<file path="src/rtl/p4_router_pkg.sv">
// Shared types and constants for the P4 router egress demultiplexer.
// Contents:
//   state_e              - egress FSM states (idle, forward, discard)
//   DefaultMetadataWidth - default width of the P4 user metadata word
//   DefaultDropBit       - default metadata bit index of the drop flag
//   DropCountWidth       - width of the dropped-packet counter
//   AxisDataWidth/KeepW  - AXI-Stream tdata / tkeep widths
package p4_router_pkg;

  typedef enum logic [1:0] {
    StIdle    = 2'd0,
    StForward = 2'd1,
    StDiscard = 2'd2
  } state_e;

  localparam int unsigned DefaultMetadataWidth = 19;
  localparam int unsigned DefaultDropBit       = 18;
  localparam int unsigned DropCountWidth       = 32;
  localparam int unsigned AxisDataWidth        = 64;
  localparam int unsigned AxisKeepWidth        = 8;

endpackage

</file>
<file path="src/rtl/p4_router_meta_fifo.sv">
// Synchronous metadata FIFO for the egress demultiplexer.
// A push while full is accepted only when a pop happens in the same cycle;
// a pop while empty is ignored. Read data is the head entry (show-ahead).
// Ports:
//   clk, sresetn - clock and synchronous active-low reset (empties the FIFO)
//   push, wdata  - write request and data
//   pop          - consume the head entry
//   rdata        - head entry, valid while empty is low
//   full, empty  - occupancy flags
module p4_router_meta_fifo #(
  parameter int unsigned Width = 19,
  parameter int unsigned Depth = 4
) (
  input  logic             clk,
  input  logic             sresetn,
  input  logic             push,
  input  logic [Width-1:0] wdata,
  input  logic             pop,
  output logic [Width-1:0] rdata,
  output logic             full,
  output logic             empty
);

  localparam int unsigned AddrW = $clog2(Depth);

  logic [Width-1:0] mem_q [Depth];
  // Pointers carry one extra wrap bit to tell full from empty.
  logic [AddrW:0]   wptr_q, rptr_q;
  logic             push_ok, pop_ok;

  assign empty   = (wptr_q == rptr_q);
  assign full    = (wptr_q[AddrW] != rptr_q[AddrW]) &&
                   (wptr_q[AddrW-1:0] == rptr_q[AddrW-1:0]);
  assign pop_ok  = pop && !empty;
  assign push_ok = push && (!full || pop_ok);
  assign rdata   = mem_q[rptr_q[AddrW-1:0]];

  always_ff @(posedge clk) begin
    if (!sresetn) begin
      wptr_q <= '0;
      rptr_q <= '0;
    end else begin
      if (push_ok) wptr_q <= wptr_q + 1'b1;
      if (pop_ok)  rptr_q <= rptr_q + 1'b1;
    end
  end

  // Storage needs no reset; the pointers define what is valid.
  always_ff @(posedge clk) begin
    if (push_ok) mem_q[wptr_q[AddrW-1:0]] <= wdata;
  end

endmodule

</file>
<file path="src/rtl/p4_router_egress_demux.sv">
// P4 router egress demultiplexer: steers each packet of the input AXI-Stream
// to one of NUM_PORTS egress streams, chosen by the metadata word the P4
// router emits for that packet. Metadata words are queued in order; each
// packet consumes one word when it starts. Packets with the drop flag set or
// an out-of-range port field are drained and discarded.
// Ports:
//   clk, sresetn       - clock and synchronous active-low reset
//   data_in_*          - input AXI-Stream (64-bit tdata, 8-bit tkeep)
//   meta_in[_valid]    - per-packet metadata, one-cycle strobe, no backpressure
//   data_out_*         - egress streams, port p at slice p of each bus
//   drop_count         - saturating count of discarded packets
//   meta_overflow      - sticky, set when a metadata word is lost to a full queue
// Optional feature: define P4_ROUTER_EGRESS_STATS_EN to build drop_count and
// meta_overflow; otherwise both are tied to zero.
module p4_router_egress_demux
  import p4_router_pkg::*;
#(
  parameter int unsigned METADATA_WIDTH  = DefaultMetadataWidth,
  parameter int unsigned NUM_PORTS       = 4,
  parameter int unsigned DROP_BIT        = DefaultDropBit,
  parameter int unsigned META_FIFO_DEPTH = 4
) (
  input  logic                               clk,
  input  logic                               sresetn,
  input  logic [AxisDataWidth-1:0]           data_in_tdata,
  input  logic [AxisKeepWidth-1:0]           data_in_tkeep,
  input  logic                               data_in_tvalid,
  input  logic                               data_in_tlast,
  output logic                               data_in_tready,
  input  logic [METADATA_WIDTH-1:0]          meta_in,
  input  logic                               meta_in_valid,
  output logic [NUM_PORTS*AxisDataWidth-1:0] data_out_tdata,
  output logic [NUM_PORTS*AxisKeepWidth-1:0] data_out_tkeep,
  output logic [NUM_PORTS-1:0]               data_out_tvalid,
  output logic [NUM_PORTS-1:0]               data_out_tlast,
  input  logic [NUM_PORTS-1:0]               data_out_tready,
  output logic [DropCountWidth-1:0]          drop_count,
  output logic                               meta_overflow
);

  localparam int unsigned PortW = $clog2(NUM_PORTS);

  if (NUM_PORTS < 2 || NUM_PORTS > 16) begin : g_bad_num_ports
    $error("NUM_PORTS must be in 2..16");
  end
  if (DROP_BIT >= METADATA_WIDTH) begin : g_bad_drop_bit
    $error("DROP_BIT must be below METADATA_WIDTH");
  end
  if (PortW > METADATA_WIDTH) begin : g_bad_meta_width
    $error("METADATA_WIDTH too narrow for the port field");
  end
  if (META_FIFO_DEPTH < 2 || (META_FIFO_DEPTH & (META_FIFO_DEPTH - 1)) != 0) begin : g_bad_depth
    $error("META_FIFO_DEPTH must be a power of 2, at least 2");
  end

  state_e                    state_q;
  logic [PortW-1:0]          sel_q;
  logic [METADATA_WIDTH-1:0] fifo_rdata;
  logic                      fifo_full, fifo_empty;
  logic                      pop;
  logic [PortW-1:0]          port_field;
  logic                      discard_pkt;
  logic                      in_last_hs;

  assign pop         = (state_q == StIdle) && !fifo_empty && data_in_tvalid;
  assign port_field  = fifo_rdata[PortW-1:0];
  assign discard_pkt = fifo_rdata[DROP_BIT] || (32'(port_field) >= NUM_PORTS);
  assign in_last_hs  = data_in_tvalid && data_in_tready && data_in_tlast;

  p4_router_meta_fifo #(
    .Width (METADATA_WIDTH),
    .Depth (META_FIFO_DEPTH)
  ) u_meta_fifo (
    .clk     (clk),
    .sresetn (sresetn),
    .push    (meta_in_valid),
    .wdata   (meta_in),
    .pop     (pop),
    .rdata   (fifo_rdata),
    .full    (fifo_full),
    .empty   (fifo_empty)
  );

  always_ff @(posedge clk) begin
    if (!sresetn) begin
      state_q <= StIdle;
      sel_q   <= '0;
    end else begin
      unique case (state_q)
        StIdle: begin
          if (pop) begin
            sel_q   <= port_field;
            state_q <= discard_pkt ? StDiscard : StForward;
          end
        end
        StForward, StDiscard: begin
          if (in_last_hs) state_q <= StIdle;
        end
        default: state_q <= StIdle;
      endcase
    end
  end

  // Payload is broadcast; only the selected port sees tvalid.
  assign data_out_tdata = {NUM_PORTS{data_in_tdata}};
  assign data_out_tkeep = {NUM_PORTS{data_in_tkeep}};
  assign data_out_tlast = {NUM_PORTS{data_in_tlast}};

  // Handshake outputs are gated by sresetn so they are quiet for the whole
  // reset, not only from the first reset edge on.
  always_comb begin
    data_out_tvalid = '0;
    data_in_tready  = 1'b0;
    unique case (state_q)
      StForward: begin
        data_out_tvalid[sel_q] = data_in_tvalid && sresetn;
        data_in_tready         = data_out_tready[sel_q] && sresetn;
      end
      StDiscard: data_in_tready = sresetn;
      default: ;
    endcase
  end

  // Only the port field and drop flag steer the packet.
  logic unused_meta;
  assign unused_meta = ^fifo_rdata;

`ifdef P4_ROUTER_EGRESS_STATS_EN
  logic [DropCountWidth-1:0] drop_count_q;
  logic                      meta_overflow_q;

  always_ff @(posedge clk) begin
    if (!sresetn) begin
      drop_count_q    <= '0;
      meta_overflow_q <= 1'b0;
    end else begin
      if (state_q == StDiscard && in_last_hs && drop_count_q != '1) begin
        drop_count_q <= drop_count_q + 1'b1;
      end
      // A word is lost only when the queue is full and nothing leaves it.
      if (meta_in_valid && fifo_full && !pop) meta_overflow_q <= 1'b1;
    end
  end

  assign drop_count    = drop_count_q;
  assign meta_overflow = meta_overflow_q;
`else
  logic unused_full;
  assign unused_full   = fifo_full;
  assign drop_count    = '0;
  assign meta_overflow = 1'b0;
`endif

endmodule

</file>
<file path="config.mk">
export PLATFORM = sky130hd
export DESIGN_NAME = p4_router_egress_demux
export DESIGN_NICKNAME = d
export VERILOG_FILES = /design/src/rtl/p4_router_pkg.sv /design/src/rtl/p4_router_meta_fifo.sv /design/src/rtl/p4_router_egress_demux.sv
export SDC_FILE = /design/constraint.sdc
export NUM_CORES = 1
export LEC_CHECK = 0
export CORE_AREA = 3 3 165 167
export CTS_CLUSTER_SIZE = 12
export DETAILED_ROUTE_END_ITERATION = 6
export DIE_AREA = 0 0 168 170
export HOLD_SLACK_MARGIN = 0.08
export PLACE_DENSITY = 0.54
export SLEW_MARGIN = 20
export SYNTH_ARGS = -nofsm -noshare
export SYNTH_HDL_FRONTEND = slang
export SYNTH_SLANG_ARGS = --single-unit
</file>
<file path="constraint.sdc">
create_clock -name clk -period 2.9 [get_ports clk]
set_input_delay 0.87 -clock clk [delete_from_list [all_inputs] [get_ports clk]]
set_output_delay 0.87 -clock clk [all_outputs]
set_load 0.03 [all_outputs]
</file>
# ---- Word-level counts from Yosys, hierarchy flattened
# Memories as Yosys holds them, arrays and structs flattened. A register that Yosys moved wholly into a read port is not among the register bits.
# Index checks and enable logic that the tools add are counted.
dict set report word_totals {
  register_bits 10
  ramBits 76
  input_bits 100
  out_inout_bits 330
  wordCells 48
  memories 1
}
# memory words word_bits rd rd_clocked_by_memory_dff write_ports line
set mem_list {}
lappend mem_list {u_meta_fifo.mem_q 4 19 1 1 1 p4_router_meta_fifo.sv:26} ;# logic [Width-1:0] mem_q [Depth];
dict set report classes {
  n_addsub 2
  order_cmp 2
  eq_ne 7
  n_mux 14
  n_bitwise 1
  reduce_logical 17
}
# operator n
set op_table {}
lappend op_table {{1-bit logical AND} 10}
lappend op_table {{2-bit 2-to-1 mux} 5}
lappend op_table {{3-bit by 1-bit adder with 3-bit output (second input constant)} 2}
lappend op_table {{4-bit AND} 1}
lappend op_table {{1-bit 2-to-1 mux} 4}
lappend op_table {{4-bit 2-to-1 mux} 1}
lappend op_table {{2-bit case mux with 2 select lines} 1}
lappend op_table {{2-bit AND reduction} 2}
lappend op_table {{3-bit equality test} 1}
lappend op_table {{2-bit by 3-bit less-than comparator with 1-bit output (second input constant)} 1}
lappend op_table {{1-bit binary-select mux with 2-bit select} 1}
lappend op_table {{1-bit demux with 2-bit select} 1}
lappend op_table {{2-bit by 1-bit equality test with 1-bit output (second input constant)} 1}
lappend op_table {{2-bit equality test} 1}
lappend op_table {{2-bit equality test (second input constant)} 1}
lappend op_table {{2-bit by 1-bit greater-or-equal comparator with 1-bit output (second input constant)} 1}
lappend op_table {{1-bit zero test} 2}
lappend op_table {{2-bit zero test} 1}
lappend op_table {{2-bit by 1-bit inequality test with 1-bit output (second input constant)} 1}
lappend op_table {{2-bit inequality test (second input constant)} 1}
lappend op_table {{1-bit case mux with 2 select lines} 1}
lappend op_table {{2-bit OR reduction} 1}
lappend op_table {{1-bit logical OR} 1}
lappend op_table {{1-bit inequality test} 1}

# ---- Depth between registers and ports, before layout
# Gate-level depths: netlist (run 1).
dict set report depth {
  depth_word 9
  mapped_depth 7
  mapped_depth_nobuf 6
}

# ---- Hierarchy
# A second synthesis (run 1) with hierarchy kept.
dict set report hier_totals {
  cells_unflattened 520
  hier_area_um2 6058.3
}
# module instances cells_each area_per_inst_um2 seq_area_each_um2
set by_module_without_submodules {}
lappend by_module_without_submodules {p4_router_meta_fifo 1 153 3260.6 2442.3}
lappend by_module_without_submodules {p4_router_egress_demux 1 367 2797.7 80.1}

# ---- Worst setup path after synthesis (run 1)
# No wires, ideal clock.
dict set report synth_path {
  path_type {input to output}
  startpoint {input port sresetn}
  endpoint {output port data_in_tready}
  arrival_time_ps 1823
  required_time_ps 2030
  path_slack_ps 207
  path_stages 3
  n_path_buf 1
  cell_sequence {inv_1 -> clkbuf_1 -> nor3_1}
}
dict set report synth_via {
  elab_chain_cells 2
}
# element line
set synth_rtl {}
lappend synth_rtl {{from (decl)} p4_router_egress_demux.sv:24} ;# input logic sresetn,
lappend synth_rtl {{1-bit logical AND} p4_router_egress_demux.sv:117} ;# data_in_tready = data_out_tready[sel_q] && sresetn;
lappend synth_rtl {{1-bit case mux with 2 select lines *} p4_router_egress_demux.sv:114} ;# unique case (state_q)
lappend synth_rtl {{to (decl)} p4_router_egress_demux.sv:29} ;# output logic data_in_tready,
# Every way passes the cells marked *; elsewhere a longest branch is shown, timed or not.

# ---- Worst setup path after layout (run 1)
dict set report layout_path {
  startpoint {input port data_out_tready[3]}
  endpoint {output port data_in_tready}
}
dict set report layout_via {
  elab_chain_cells 4
}
# element line
set layout_rtl {}
lappend layout_rtl {{from (decl)} p4_router_egress_demux.sv:36} ;# input logic [NUM_PORTS-1:0] data_out_tready,
lappend layout_rtl {{1-bit binary-select mux with 2-bit select} p4_router_egress_demux.sv:117}
lappend layout_rtl {{1-bit 2-to-1 mux (not written as such)} p4_router_egress_demux.sv:117}
lappend layout_rtl {{1-bit logical AND} p4_router_egress_demux.sv:117}
lappend layout_rtl {{1-bit case mux with 2 select lines} p4_router_egress_demux.sv:114}
# No other way between the ends. The select of a mux whose other input is x is not followed.

==> results of run 1 <==
[how the worst max path moves through the flow]
stage / startpoint / to / slack [ns] / depth (start not counted)
2_1_floorplan: sresetn / data_in_tready / 0.21 / 3
3_3_place_gp: data_out_tready[3] / data_in_tready / -0.1 / 5
3_5_place_dp: data_out_tready[3] / data_in_tready / -0.09 / 5
4_1_cts: data_out_tready[3] / data_in_tready / 0.09 / 5
5_1_grt: data_out_tready[3] / data_in_tready / 0.04 / 5
6_report: data_out_tready[3] / data_in_tready / 0.08 / 5
[cell type report]
| cell class | count | area [sq um] |
|---|---|---|
| Clock buffer | 3 | 75.1 |
| Clock inverter | 1 | 30.0 |
| Fill cell | 3000 | 23900 |
| Inverter | 8 | 30.0 |
| Multi-Input combinational cell | 96 | 648 |
| Sequential cell | 24 | 601 |
| Tap cell | 335 | 419 |
| Timing Repair Buffer | 24 | 203 |
[power groups by stage]
stage          combinational [uW]  sequential [uW]  clock, uW
2_1_floorplan                 982              416          0
3_3_place_gp                  252              425          0
3_5_place_dp                  254              425          0
4_1_cts                       257              418        403
5_1_grt                       284              422        417
6_report                      255              417        394
[registers in the layout, summed over array words and instances (netlist names), named ones only]
| name | count |
|---|---|
| sel_q | 2 |
| u_meta_fifo.wptr_q | 3 |
| state_q | 2 |
| u_meta_fifo.mem_q | 12 |
| u_meta_fifo.rptr_q | 3 |
[per-layer routing]
layer | global-route usage (%) | up-vias | routed length, um
met1 | 2.37 | 439 | 1350
met3 | 5.88 | 83 | 1940
met5 | 0 | - | 0
met4 | 4.34 | 0 | 706
met2 | 3.16 | 200 | 1890
li1 | - | 440 | -
[cells in the mapped netlist (all sizes together) (2+ instances only)]
cell type / count / share of area, %
edfxtp: 12 / 10
inv: 8 / 0.83
o32ai: 2 / 0.69
nor2: 8 / 0.83
xor2: 3 / 0.73
xnor2: 2 / 0.49
and2: 4 / 0.69
and4: 2 / 0.49
mux2i: 3 / 0.83
a21oi: 5 / 0.69
nor3: 3 / 0.42
ha: 8 / 2.8
dfxtp: 12 / 6.7
buf: 326 / 68
nand2: 7 / 0.73
mux4: 4 / 2.5
[stage by stage]
step,area [sq um],hold slack (ns),util [%],setup WS (ns)
floorplan,3720,0.455,-,0.207
global placement,1900,0.484,7.34,-0.0984
detailed placement,1900,0.484,7.34,-0.0891
CTS,2010,0.499,7.74,0.0937
global route,2010,0.548,7.74,0.0352
finish,2010,0.498,7.74,0.0837
[kinds of logic (layout without fill, tap and decap cells)]
| kind of cell | Yosys count | in the layout | share of synthesized area [%] |
|---|---|---|---|
| buffers and inverters | 335 | 36 | 68.8 |
| and+or+nand+nor | 28 | 28 | 3.85 |
| DFF | 24 | 24 | 16.7 |
| AOI/OAI and AO/OA | 15 | 15 | 3.26 |
| adders and majority gates | 8 | 8 | 2.78 |
| muxes | 7 | 7 | 3.33 |
| xor gates and xnor gates | 5 | 5 | 1.22 |
| other | 1 | 33 | 0.104 |
[tightest hold or removal path: cells and delay by family (launching register included)]
kind | cells | cell delay (ns)
flip-flops | 1 | 0.33
AND/OR/NAND/NOR | 1 | 0.06
AO/OA/AOI/OAI | 1 | 0.06
[timing repair]
action / in CTS / in global routing
setup buffers: 0 / 0
setup endpoints to repair: 1 / 0
gates resized for setup: 5 / 0
hold buffers: 0 / 0
==> impl_metrics.prom, run 1 <==
# TYPE chip_impl_metric gauge
chip_impl_metric{name="critical_path_arrival",unit="ns"} 1.95
chip_impl_metric{name="sw_ratio",unit="%"} 28.9
chip_impl_metric{name="worst_setup_hold_path_clk_slew",unit="ns"} 0.06
chip_impl_info{name="synth_top_flop_cell",value="edfxtp_1"} 1
chip_impl_metric{name="critPathRequiredTime",unit="ns"} 2.03
chip_impl_metric{name="pwr_total",unit="uW"} 1070
chip_impl_metric{name="placeableCoreArea",unit="sq mm"} 0.0259
chip_impl_info{name="path_delay_family",value="multiplexers"} 1
chip_impl_metric{name="max-vdd-ir-drop",unit="V"} 0.000216
chip_impl_metric{name="port_buffers",unit=""} 20
chip_impl_info{name="reg2reg_to",value="u_meta_fifo.mem_q[1][1]"} 1
chip_impl_metric{name="p_switching",unit="uW"} 308
chip_impl_metric{name="globalRoute.totalOverflow",unit=""} 0
chip_impl_info{name="hold_start",value="state_q[0]"} 1
chip_impl_metric{name="top_level_ports",unit=""} 430
chip_impl_metric{name="fmax",unit="GHz"} 0.355
chip_impl_metric{name="fin_cells",unit=""} 491
chip_impl_metric{name="first_pass_iters",unit=""} 4
chip_impl_metric{name="final_replace_weighted_congestion",unit=""} 0.659
chip_impl_metric{name="detailed_place_hpwl",unit="mm"} 4.72
chip_impl_metric{name="critical_path_buf_inv_count",unit=""} 2
chip_impl_metric{name="flow.area_growth_from_synthesis",unit="%"} -44.3
chip_impl_metric{name="insertion_delay",unit="ns"} 0.26
chip_impl_metric{name="route.detailed.drc",unit=""} 0
chip_impl_metric{name="worst_hold_path.num_cells",unit=""} 2
chip_impl_info{name="hold_path_class",value="reg2reg"} 1
chip_impl_metric{name="chip_height",unit="um"} 170
chip_impl_metric{name="wirelength",unit="mm"} 5.89
chip_impl_info{name="worst_setup_path_end_kind",value="primary output"} 1
chip_impl_metric{name="rows",unit=""} 59
chip_impl_metric{name="p_int",unit="uW"} 758
chip_impl_info{name="mostFrequentLayoutCell",value="conb_1"} 1
chip_impl_metric{name="critical_path_peak_fanout",unit=""} 2
chip_impl_metric{name="number_of_antenna_violations_at_the_first_check_in_global_routing",unit=""} 0
chip_impl_metric{name="antenna_cells",unit=""} 0
chip_impl_info{name="critPathSlowestCell",value="mux4_2"} 1
chip_impl_metric{name="synth_cell_type_count",unit=""} 32
chip_impl_info{name="critical_path.startpoint_type",value="primary input"} 1
chip_impl_metric{name="share_of_cells_above_drive_strength_1",unit="%"} 15.4
chip_impl_info{name="timing.rr.start",value="state_q[0]"} 1
chip_impl_metric{name="timing_hold_violations_final",unit=""} 0
chip_impl_metric{name="post_drt_via_cell_ratio",unit=""} 2.37
chip_impl_metric{name="cellLeakagePower",unit="uW"} 0.000691
chip_impl_info{name="layout_common_cells",value="conb_1, buf_4, dfxtp_1, edfxtp_1"} 1
chip_impl_info{name="cts_root_buffer",value="clkbuf_16"} 1
chip_impl_metric{name="layout_worst_path_cycle_share",unit="%"} 97.1
chip_impl_info{name="tritoncts_clock_tree",value="done"} 1
chip_impl_metric{name="netlist_area",unit="sq mm"} 0.00360
chip_impl_metric{name="syn-instance-count",unit=""} 423
chip_impl_metric{name="cts_buffer_depth",unit=""} 2
chip_impl_metric{name="timing.final.setup_violations",unit=""} 0
chip_impl_metric{name="timing.max_cap.violations",unit=""} 0
chip_impl_metric{name="floorplan.die_area",unit="sq mm"} 0.0286
chip_impl_metric{name="grt_usage",unit="%"} 3.52
chip_impl_metric{name="final_antenna_net_count",unit=""} 0
chip_impl_metric{name="fin_tns_setup",unit="ns"} 0
chip_impl_metric{name="design.final.nets",unit=""} 265
chip_impl_metric{name="dp.cells",unit=""} 487
chip_impl_metric{name="report.final.slew_viol_count",unit=""} 0
chip_impl_metric{name="final_period_minus_worst_setup_slack",unit="ns"} 2.82
chip_impl_metric{name="timing.reg2reg.setup_slack",unit="ns"} 1.13
chip_impl_metric{name="cts_made_buffers",unit=""} 3
chip_impl_metric{name="routed-via-count",unit=""} 1162
chip_impl_metric{name="avgRoutedWirePerCell",unit="um"} 12.0
chip_impl_info{name="status",value="finished, final reports clean"} 1
chip_impl_metric{name="seq_power_share",unit="%"} 39.1
chip_impl_metric{name="synth.avg_cell_area",unit="sq um"} 8.52
chip_impl_metric{name="synth_seq_area_share",unit="%"} 16.7
chip_impl_metric{name="maximum_number_of_pins_on_one_net_before_global_route_repair",unit=""} 15
chip_impl_metric{name="dieWidth",unit="um"} 168
chip_impl_metric{name="ys_ff_latch",unit=""} 24
chip_impl_metric{name="synth-async-reset-ratio",unit="%"} 0
chip_impl_metric{name="htreeDepth",unit=""} 1
chip_impl_metric{name="combinationalPowerShare",unit="%"} 23.9
chip_impl_metric{name="floorplan.initialDensity",unit="%"} 13.9
chip_impl_metric{name="first_global_vias",unit=""} 1144
chip_impl_metric{name="global_route_wire_length_before_repair",unit="mm"} 7.65
chip_impl_info{name="setup_repair_after_global_routing_missed_its_margin",value="no"} 1
chip_impl_info{name="crit_type",value="in2out"} 1
chip_impl_info{name="crit_chain",value="dlygate4sd2_1 -> mux4_2 -> a21oi_2 -> nor3_1 -> buf_4"} 1
chip_impl_metric{name="rr_worst_depth",unit=""} 5
chip_impl_metric{name="fin_worst_skew",unit="ns"} 0.00344
chip_impl_metric{name="worst_path_largest_cell_delay",unit="ns"} 0.49
chip_impl_info{name="hold_crit_endpoint",value="state_q[0]"} 1
chip_impl_metric{name="ys.warnings.count",unit=""} 0
chip_impl_metric{name="numClockSinks",unit=""} 24
chip_impl_metric{name="clock_power_share",unit="%"} 37.0
chip_impl_metric{name="synth_edf_count",unit=""} 12
chip_impl_metric{name="drt-initial-drc-count",unit=""} 20
chip_impl_metric{name="pwrdens",unit="mW/mm^2"} 531
Power figures use the tool's default switching activity.
==> run 2: changes to the inputs <==
--- a/config.mk
+++ b/config.mk
@@ -9,6 +9,7 @@
 export CTS_CLUSTER_SIZE = 12
 export DETAILED_ROUTE_END_ITERATION = 6
 export DIE_AREA = 0 0 168 170
+export GPL_TIMING_DRIVEN = 0
 export HOLD_SLACK_MARGIN = 0.08
 export PLACE_DENSITY = 0.54
 export SLEW_MARGIN = 20
==> impl_metrics.prom, run 2 (synthesis gave the netlist of run 1 again) <==
# TYPE chip_impl_metric gauge
chip_impl_info{name="critical_path.startpoint_type",value="primary input"} 1
chip_impl_metric{name="final_critical_path_setup_slack",unit="ns"} 0.0753
chip_impl_metric{name="worst_path_largest_cell_delay",unit="ns"} 0.56
chip_impl_info{name="worst_setup_path_end_kind",value="primary output"} 1
chip_impl_metric{name="fin_tns_setup",unit="ns"} 0
chip_impl_info{name="hold_path_class",value="reg2reg"} 1
chip_impl_metric{name="cts_buffer_depth",unit=""} 2
chip_impl_metric{name="worst_setup_hold_path_clk_slew",unit="ns"} 0.06
chip_impl_metric{name="htreeDepth",unit=""} 1
chip_impl_metric{name="routed-via-count",unit=""} 3214
chip_impl_metric{name="route.detailed.drc",unit=""} 0
chip_impl_metric{name="design.final.nets",unit=""} 878
chip_impl_info{name="status",value="finished, final reports clean"} 1
chip_impl_metric{name="chip_height",unit="um"} 170
chip_impl_metric{name="dp.cells",unit=""} 1098
chip_impl_metric{name="placeableCoreArea",unit="sq mm"} 0.0259
chip_impl_metric{name="max-vdd-ir-drop",unit="V"} 0.000325
chip_impl_info{name="setup_repair_after_global_routing_missed_its_margin",value="no"} 1
chip_impl_metric{name="number_of_antenna_violations_at_the_first_check_in_global_routing",unit=""} 0
chip_impl_metric{name="floorplan.die_area",unit="sq mm"} 0.0286
chip_impl_metric{name="timing_hold_violations_final",unit=""} 0
chip_impl_metric{name="timing.reg2reg.setup_slack",unit="ns"} 0.84
chip_impl_info{name="layout_common_cells",value="buf_4, clkdlybuf4s50_1, conb_1"} 1
chip_impl_metric{name="first_global_vias",unit=""} 2919
chip_impl_info{name="critPathSlowestCell",value="clkdlybuf4s50_1"} 1
chip_impl_metric{name="post_drt_via_cell_ratio",unit=""} 2.91
chip_impl_metric{name="fin_cells",unit=""} 1104
chip_impl_metric{name="globalRoute.totalOverflow",unit=""} 0
chip_impl_info{name="timing.rr.start",value="state_q[0]"} 1
chip_impl_metric{name="insertion_delay",unit="ns"} 0.25
chip_impl_info{name="cp-startpoint",value="data_in_tlast"} 1
chip_impl_info{name="cts_root_buffer",value="clkbuf_16"} 1
chip_impl_metric{name="top_level_ports",unit=""} 430
chip_impl_info{name="global_routing_s_busiest_layer",value="met2"} 1
chip_impl_metric{name="antenna_cells",unit=""} 0
chip_impl_metric{name="total_area_of_multi_input_combinational_cells",unit="sq um"} 653
chip_impl_metric{name="cts_made_buffers",unit=""} 3
chip_impl_info{name="reg2reg_to",value="u_meta_fifo.mem_q[3][1]"} 1
chip_impl_metric{name="dieWidth",unit="um"} 168
chip_impl_metric{name="detailed_place_hpwl",unit="mm"} 11.5
chip_impl_metric{name="preCtsSetupSlack",unit="ns"} -0.786
chip_impl_metric{name="worst_hold_path.num_cells",unit=""} 2
chip_impl_metric{name="placement.cell_area",unit="sq mm"} 0.00723
chip_impl_info{name="tritoncts_clock_tree",value="done"} 1
chip_impl_metric{name="final_antenna_net_count",unit=""} 0
chip_impl_info{name="crit_chain",value="clkdlybuf4s50_1 -> buf_4 -> dlygate4sd2_1"} 1
chip_impl_metric{name="sequential_cell_area",unit="sq um"} 601
chip_impl_metric{name="rows",unit=""} 59
chip_impl_metric{name="numClockSinks",unit=""} 24
chip_impl_metric{name="max_slew.worst_pin.slew",unit="ns"} 0.741
chip_impl_metric{name="drt-initial-drc-count",unit=""} 54
chip_impl_metric{name="flow.area_growth_from_synthesis",unit="%"} 104
chip_impl_metric{name="pwrdens",unit="mW/mm^2"} 298
chip_impl_metric{name="grt_usage",unit="%"} 7.51
chip_impl_metric{name="share_of_cells_above_drive_strength_1",unit="%"} 45.1
chip_impl_metric{name="cts_hold_repair.buffers",unit=""} 0
chip_impl_metric{name="layout_worst_path_cycle_share",unit="%"} 97.4
chip_impl_metric{name="report.final.slew_viol_count",unit=""} 0
chip_impl_metric{name="timing.max_cap.violations",unit=""} 0
chip_impl_metric{name="critPathRequiredTime",unit="ns"} 2.03
chip_impl_metric{name="fmax",unit="GHz"} 0.354
chip_impl_metric{name="maximum_number_of_pins_on_one_net_before_global_route_repair",unit=""} 14
chip_impl_metric{name="met3_routing_resource_usage_after_global_routing",unit="%"} 1.86
chip_impl_metric{name="slew_headroom",unit="%"} 49.9
chip_impl_metric{name="largest_register_ffs",unit=""} 12
chip_impl_metric{name="final_replace_weighted_congestion",unit=""} 0.754
chip_impl_metric{name="cellLeakagePower",unit="uW"} 0.00343
chip_impl_metric{name="floorplan.initialDensity",unit="%"} 13.9
chip_impl_metric{name="fin_worst_skew",unit="ns"} 0.00182
chip_impl_metric{name="timing.final.setup_violations",unit=""} 0
chip_impl_metric{name="avgRoutedWirePerCell",unit="um"} 11.2
chip_impl_metric{name="rr_worst_depth",unit=""} 5
chip_impl_metric{name="layout.filler_cells",unit=""} 2730
chip_impl_metric{name="global_route_wire_length_before_repair",unit="mm"} 17.5
chip_impl_metric{name="layout.cell_area.non_filler",unit="sq mm"} 0.00733
chip_impl_metric{name="critical_path_arrival",unit="ns"} 1.95
chip_impl_info{name="end_point_of_the_critical_path",value="data_out_tlast[2]"} 1
chip_impl_metric{name="critical_path_peak_fanout",unit=""} 6
chip_impl_metric{name="first_pass_iters",unit=""} 4
chip_impl_metric{name="port_buffers",unit=""} 308
chip_impl_info{name="crit_type",value="in2out"} 1
chip_impl_metric{name="final_period_minus_worst_setup_slack",unit="ns"} 2.82
chip_impl_metric{name="wirelength",unit="mm"} 12.4
chip_impl_metric{name="grt_util_met2",unit="%"} 15.4
chip_impl_metric{name="grt_use_met1",unit="%"} 8.18
chip_impl_info{name="mostFrequentLayoutCell",value="buf_4"} 1
[run 2: timing repair]
action,4_1_cts,5_1_grt
setup endpoints to repair,9,5
gates cloned,0,0
setup buffers,1,2
resized for setup,32,9
pin swaps,1,2
[run 2: worst max-delay path, delay by kind of cell]
kind                   cells  cell delay [ns]
buffers and inverters      3             1.09
[run 2: area by class of cell]
type | count | share of cell area [%]
timing repair buffer | 311 | 42.2
multi-input combinational | 96 | 8.90
buffer | 326 | 33.3
sequential | 24 | 8.19
inverter | 8 | 0.461
clock buffer | 4 | 1.21
tap | 335 | 5.71
[run 2: per-layer routing]
metal / part of all wire, % / wire [um]
met1: 34 / 4220
met2: 57 / 7130
met3: 8.5 / 1050
met4: 0 / 0
met5: 0 / 0
[run 2: through the flow]
| step | util [%] | hold WS (ns) | power (uW) |
|---|---|---|---|
| after floorplan | - | 0.455 | 1400 |
| after global placement | 27.9 | 0.478 | 1870 |
| after detailed placement | 27.9 | 0.490 | 1880 |
| after CTS | 28.2 | 0.496 | 2200 |
| after global routing | 28.3 | 0.527 | 2290 |
| final | 28.3 | 0.498 | 2190 |
[run 2: how the worst min path moves through the flow]
stage / startpoint / endpoint
final: state_q[0] / state_q[0]
after global routing: state_q[0] / state_q[0]
after CTS: state_q[0] / state_q[0]
after detailed placement: state_q[0] / state_q[0]
after global placement: state_q[0] / state_q[0]
after floorplan: state_q[0] / state_q[0]
[run 2: where the power goes]
group / switching, uW / internal, uW / total (uW)
Sequential: 30.4 / 387 / 417
Clock: 109 / 210 / 320
Combinational: 734 / 716 / 1450
Total: 873 / 1310 / 2190
==> run 3: changes to the inputs <==
==> constraint.sdc (replaced) <==
create_clock -name clk -period 2.9 [get_ports clk]
set_input_delay 0.87 -clock clk [delete_from_list [all_inputs] [get_ports clk]]
set_output_delay 0.87 -clock clk [all_outputs]
set_load 0.05 [all_outputs]
==> impl_metrics.prom, run 3 (synthesis gave the netlist of run 1 again) <==
# TYPE chip_impl_metric gauge
chip_impl_metric{name="grt_usage",unit="%"} 7.38
chip_impl_metric{name="share_of_cells_above_drive_strength_1",unit="%"} 45.5
chip_impl_info{name="critPathSlowestCell",value="mux4_2"} 1
chip_impl_metric{name="final_period_minus_worst_setup_slack",unit="ns"} 2.82
chip_impl_metric{name="critPathRequiredTime",unit="ns"} 2.03
chip_impl_metric{name="timing.reg2reg.setup_slack",unit="ns"} 0.93
chip_impl_info{name="layout_common_cells",value="buf_4, clkdlybuf4s50_1, conb_1"} 1
chip_impl_info{name="mostFrequentLayoutCell",value="buf_4"} 1
chip_impl_info{name="crit_type",value="in2out"} 1
chip_impl_metric{name="rr_worst_depth",unit=""} 5
chip_impl_metric{name="global_route_wire_length_before_repair",unit="mm"} 17.2
chip_impl_metric{name="floorplan.initialDensity",unit="%"} 13.9
chip_impl_metric{name="cellLeakagePower",unit="uW"} 0.00340
chip_impl_metric{name="worst_hold_path.num_cells",unit=""} 2
chip_impl_metric{name="critical_path_peak_fanout",unit=""} 2
chip_impl_metric{name="avgRoutedWirePerCell",unit="um"} 11.0
chip_impl_metric{name="final_critical_path_setup_slack",unit="ns"} 0.0832
chip_impl_metric{name="worst_setup_hold_path_clk_slew",unit="ns"} 0.06
chip_impl_metric{name="maximum_number_of_pins_on_one_net_before_global_route_repair",unit=""} 15
chip_impl_metric{name="fin_worst_skew",unit="ns"} 0.00265
chip_impl_metric{name="flow.area_growth_from_synthesis",unit="%"} 104
chip_impl_metric{name="post_drt_via_cell_ratio",unit=""} 2.90
chip_impl_metric{name="antenna_cells",unit=""} 0
chip_impl_metric{name="final_antenna_net_count",unit=""} 0
chip_impl_metric{name="final_replace_weighted_congestion",unit=""} 0.770
chip_impl_metric{name="floorplan.die_area",unit="sq mm"} 0.0286
chip_impl_metric{name="detailed_place_hpwl",unit="mm"} 11.2
chip_impl_metric{name="preCtsSetupSlack",unit="ns"} -0.888
chip_impl_metric{name="layout.filler_cells",unit=""} 2733
chip_impl_info{name="hold_path_class",value="reg2reg"} 1
chip_impl_metric{name="layout_worst_path_cycle_share",unit="%"} 97.1
chip_impl_info{name="crit_chain",value="dlygate4sd2_1 -> mux4_2 -> a21oi_2 -> nor3_2 -> buf_6"} 1
chip_impl_metric{name="design.final.nets",unit=""} 876
chip_impl_metric{name="placeableCoreArea",unit="sq mm"} 0.0259
chip_impl_metric{name="cts_buffer_depth",unit=""} 2
chip_impl_metric{name="fmax",unit="GHz"} 0.355
chip_impl_metric{name="max_slew.worst_pin.slew",unit="ns"} 0.668
chip_impl_metric{name="largest_register_ffs",unit=""} 12
chip_impl_metric{name="port_buffers",unit=""} 308
chip_impl_metric{name="timing.final.setup_violations",unit=""} 0
chip_impl_metric{name="timing_hold_violations_final",unit=""} 0
chip_impl_metric{name="insertion_delay",unit="ns"} 0.26
chip_impl_metric{name="htreeDepth",unit=""} 1
chip_impl_metric{name="critical_path_arrival",unit="ns"} 1.95
chip_impl_metric{name="worst_path_largest_cell_delay",unit="ns"} 0.49
chip_impl_metric{name="rows",unit=""} 59
chip_impl_info{name="timing.rr.start",value="state_q[0]"} 1
chip_impl_metric{name="top_level_ports",unit=""} 430
chip_impl_metric{name="timing.max_cap.violations",unit=""} 0
chip_impl_info{name="hold_start",value="state_q[0]"} 1
chip_impl_metric{name="first_global_vias",unit=""} 2897
chip_impl_info{name="cts_root_buffer",value="clkbuf_16"} 1
chip_impl_info{name="setup_repair_after_global_routing_missed_its_margin",value="no"} 1
chip_impl_metric{name="pwrdens",unit="mW/mm^2"} 356
chip_impl_metric{name="report.final.slew_viol_count",unit=""} 0
chip_impl_metric{name="slew_headroom",unit="%"} 54.9
chip_impl_metric{name="max-vdd-ir-drop",unit="V"} 0.000211
chip_impl_metric{name="dieWidth",unit="um"} 168
chip_impl_info{name="reg2reg_to",value="u_meta_fifo.mem_q[3][18]"} 1
chip_impl_metric{name="cts_made_buffers",unit=""} 3
chip_impl_info{name="tritoncts_clock_tree",value="done"} 1
chip_impl_metric{name="routed-via-count",unit=""} 3198
chip_impl_metric{name="route.detailed.drc",unit=""} 0
chip_impl_metric{name="fin_tns_setup",unit="ns"} 0
chip_impl_info{name="hold_crit_endpoint",value="state_q[0]"} 1
chip_impl_info{name="status",value="finished, final reports clean"} 1
chip_impl_info{name="critical_path.startpoint_type",value="primary input"} 1
chip_impl_metric{name="first_pass_iters",unit=""} 4
chip_impl_metric{name="numClockSinks",unit=""} 24
chip_impl_metric{name="drt-initial-drc-count",unit=""} 41
chip_impl_metric{name="globalRoute.totalOverflow",unit=""} 0
chip_impl_info{name="worst_setup_path_end_kind",value="primary output"} 1
chip_impl_metric{name="number_of_antenna_violations_at_the_first_check_in_global_routing",unit=""} 0
chip_impl_metric{name="final.hold.worst_slack",unit="ns"} 0.495
chip_impl_metric{name="wirelength",unit="mm"} 12.1
chip_impl_metric{name="chip_height",unit="um"} 170
==> run 3: cell count changes in the layout (fill, tap and decap cells not counted) <==
cell / previous run / this run
clkdlybuf4s15_2: 0 / 4
dlymetal6s2s_1: 5 / 1
buf_2: 4 / 3
buf_4: 329 / 328
buf_6: 0 / 1
bufinv_16: 0 / 1
clkbuf_8: 1 / 0
clkdlybuf4s18_2: 1 / 0
==> run 3: report_power, final <==
part	total, uW	switching (uW)	internal (uW)
Sequential	416	29.8	386
Combinational	1800	1090	708
Clock	390	115	274
Total	2610	1240	1370
==> run 3: worst max path at each step <==
stage,to,slack (ns),start
2_1_floorplan,data_out_tvalid[0],0.03,sresetn
3_5_place_dp,data_in_tready,-0.89,sresetn
3_3_place_gp,data_in_tready,-0.88,sresetn
5_1_grt,data_out_tlast[1],0.05,data_in_tlast
6_report,data_in_tready,0.08,data_out_tready[3]
4_1_cts,data_out_tvalid[0],0.04,data_in_tvalid
==> run 3: what timing repair did <==
item | 4_1_cts | 5_1_grt
setup endpoints to repair | 9 | 3
gates resized for setup | 50 | 1
hold buffers | 0 | 0
pin swaps | 2 | 0
buffers inserted | 1 | 0
==> run 3: layout make-up <==
class | count | area, sq um | area share [%]
repair buffers | 309 | 3080 | 42.0
plain buffers | 326 | 2440 | 33.3
multi-input cells | 96 | 653 | 8.90
flip-flops and latches | 24 | 601 | 8.19
well taps | 335 | 419 | 5.71
clock buffers | 3 | 75.1 | 1.02
inverters | 8 | 33.8 | 0.461
clock inverters | 1 | 30.0 | 0.409
==> run 3: per-stage QoR <==
stage | util [%] | cells | power [uW] | cell area [sq um]
floorplan | - | 455 | 1770 | 3730
global placement | 27.9 | 1098 | 2240 | 7230
detailed placement | 27.9 | 1098 | 2240 | 7230
CTS | 28.3 | 1102 | 2640 | 7330
global route | 28.3 | 1102 | 2720 | 7330
finish | 28.3 | 1102 | 2610 | 7330
==> run 3: critical path: cells and delay by family <==
| kind | cells | cell delay (ns) |
|---|---|---|
| simple gates | 1 | 0.06 |
| buf+inv | 2 | 0.37 |
| compound gates | 1 | 0.15 |
| mux | 1 | 0.49 |
==> run 3: routing by layer <==
layer | global-route usage (%) | share of wire, % | up-vias
met5 | 0 | 0 | -
met4 | 1.07 | 0.92 | 0
met3 | 2.23 | 9.5 | 8
met2 | 15.0 | 57 | 162
met1 | 7.52 | 33 | 1367
li1 | - | - | 1661
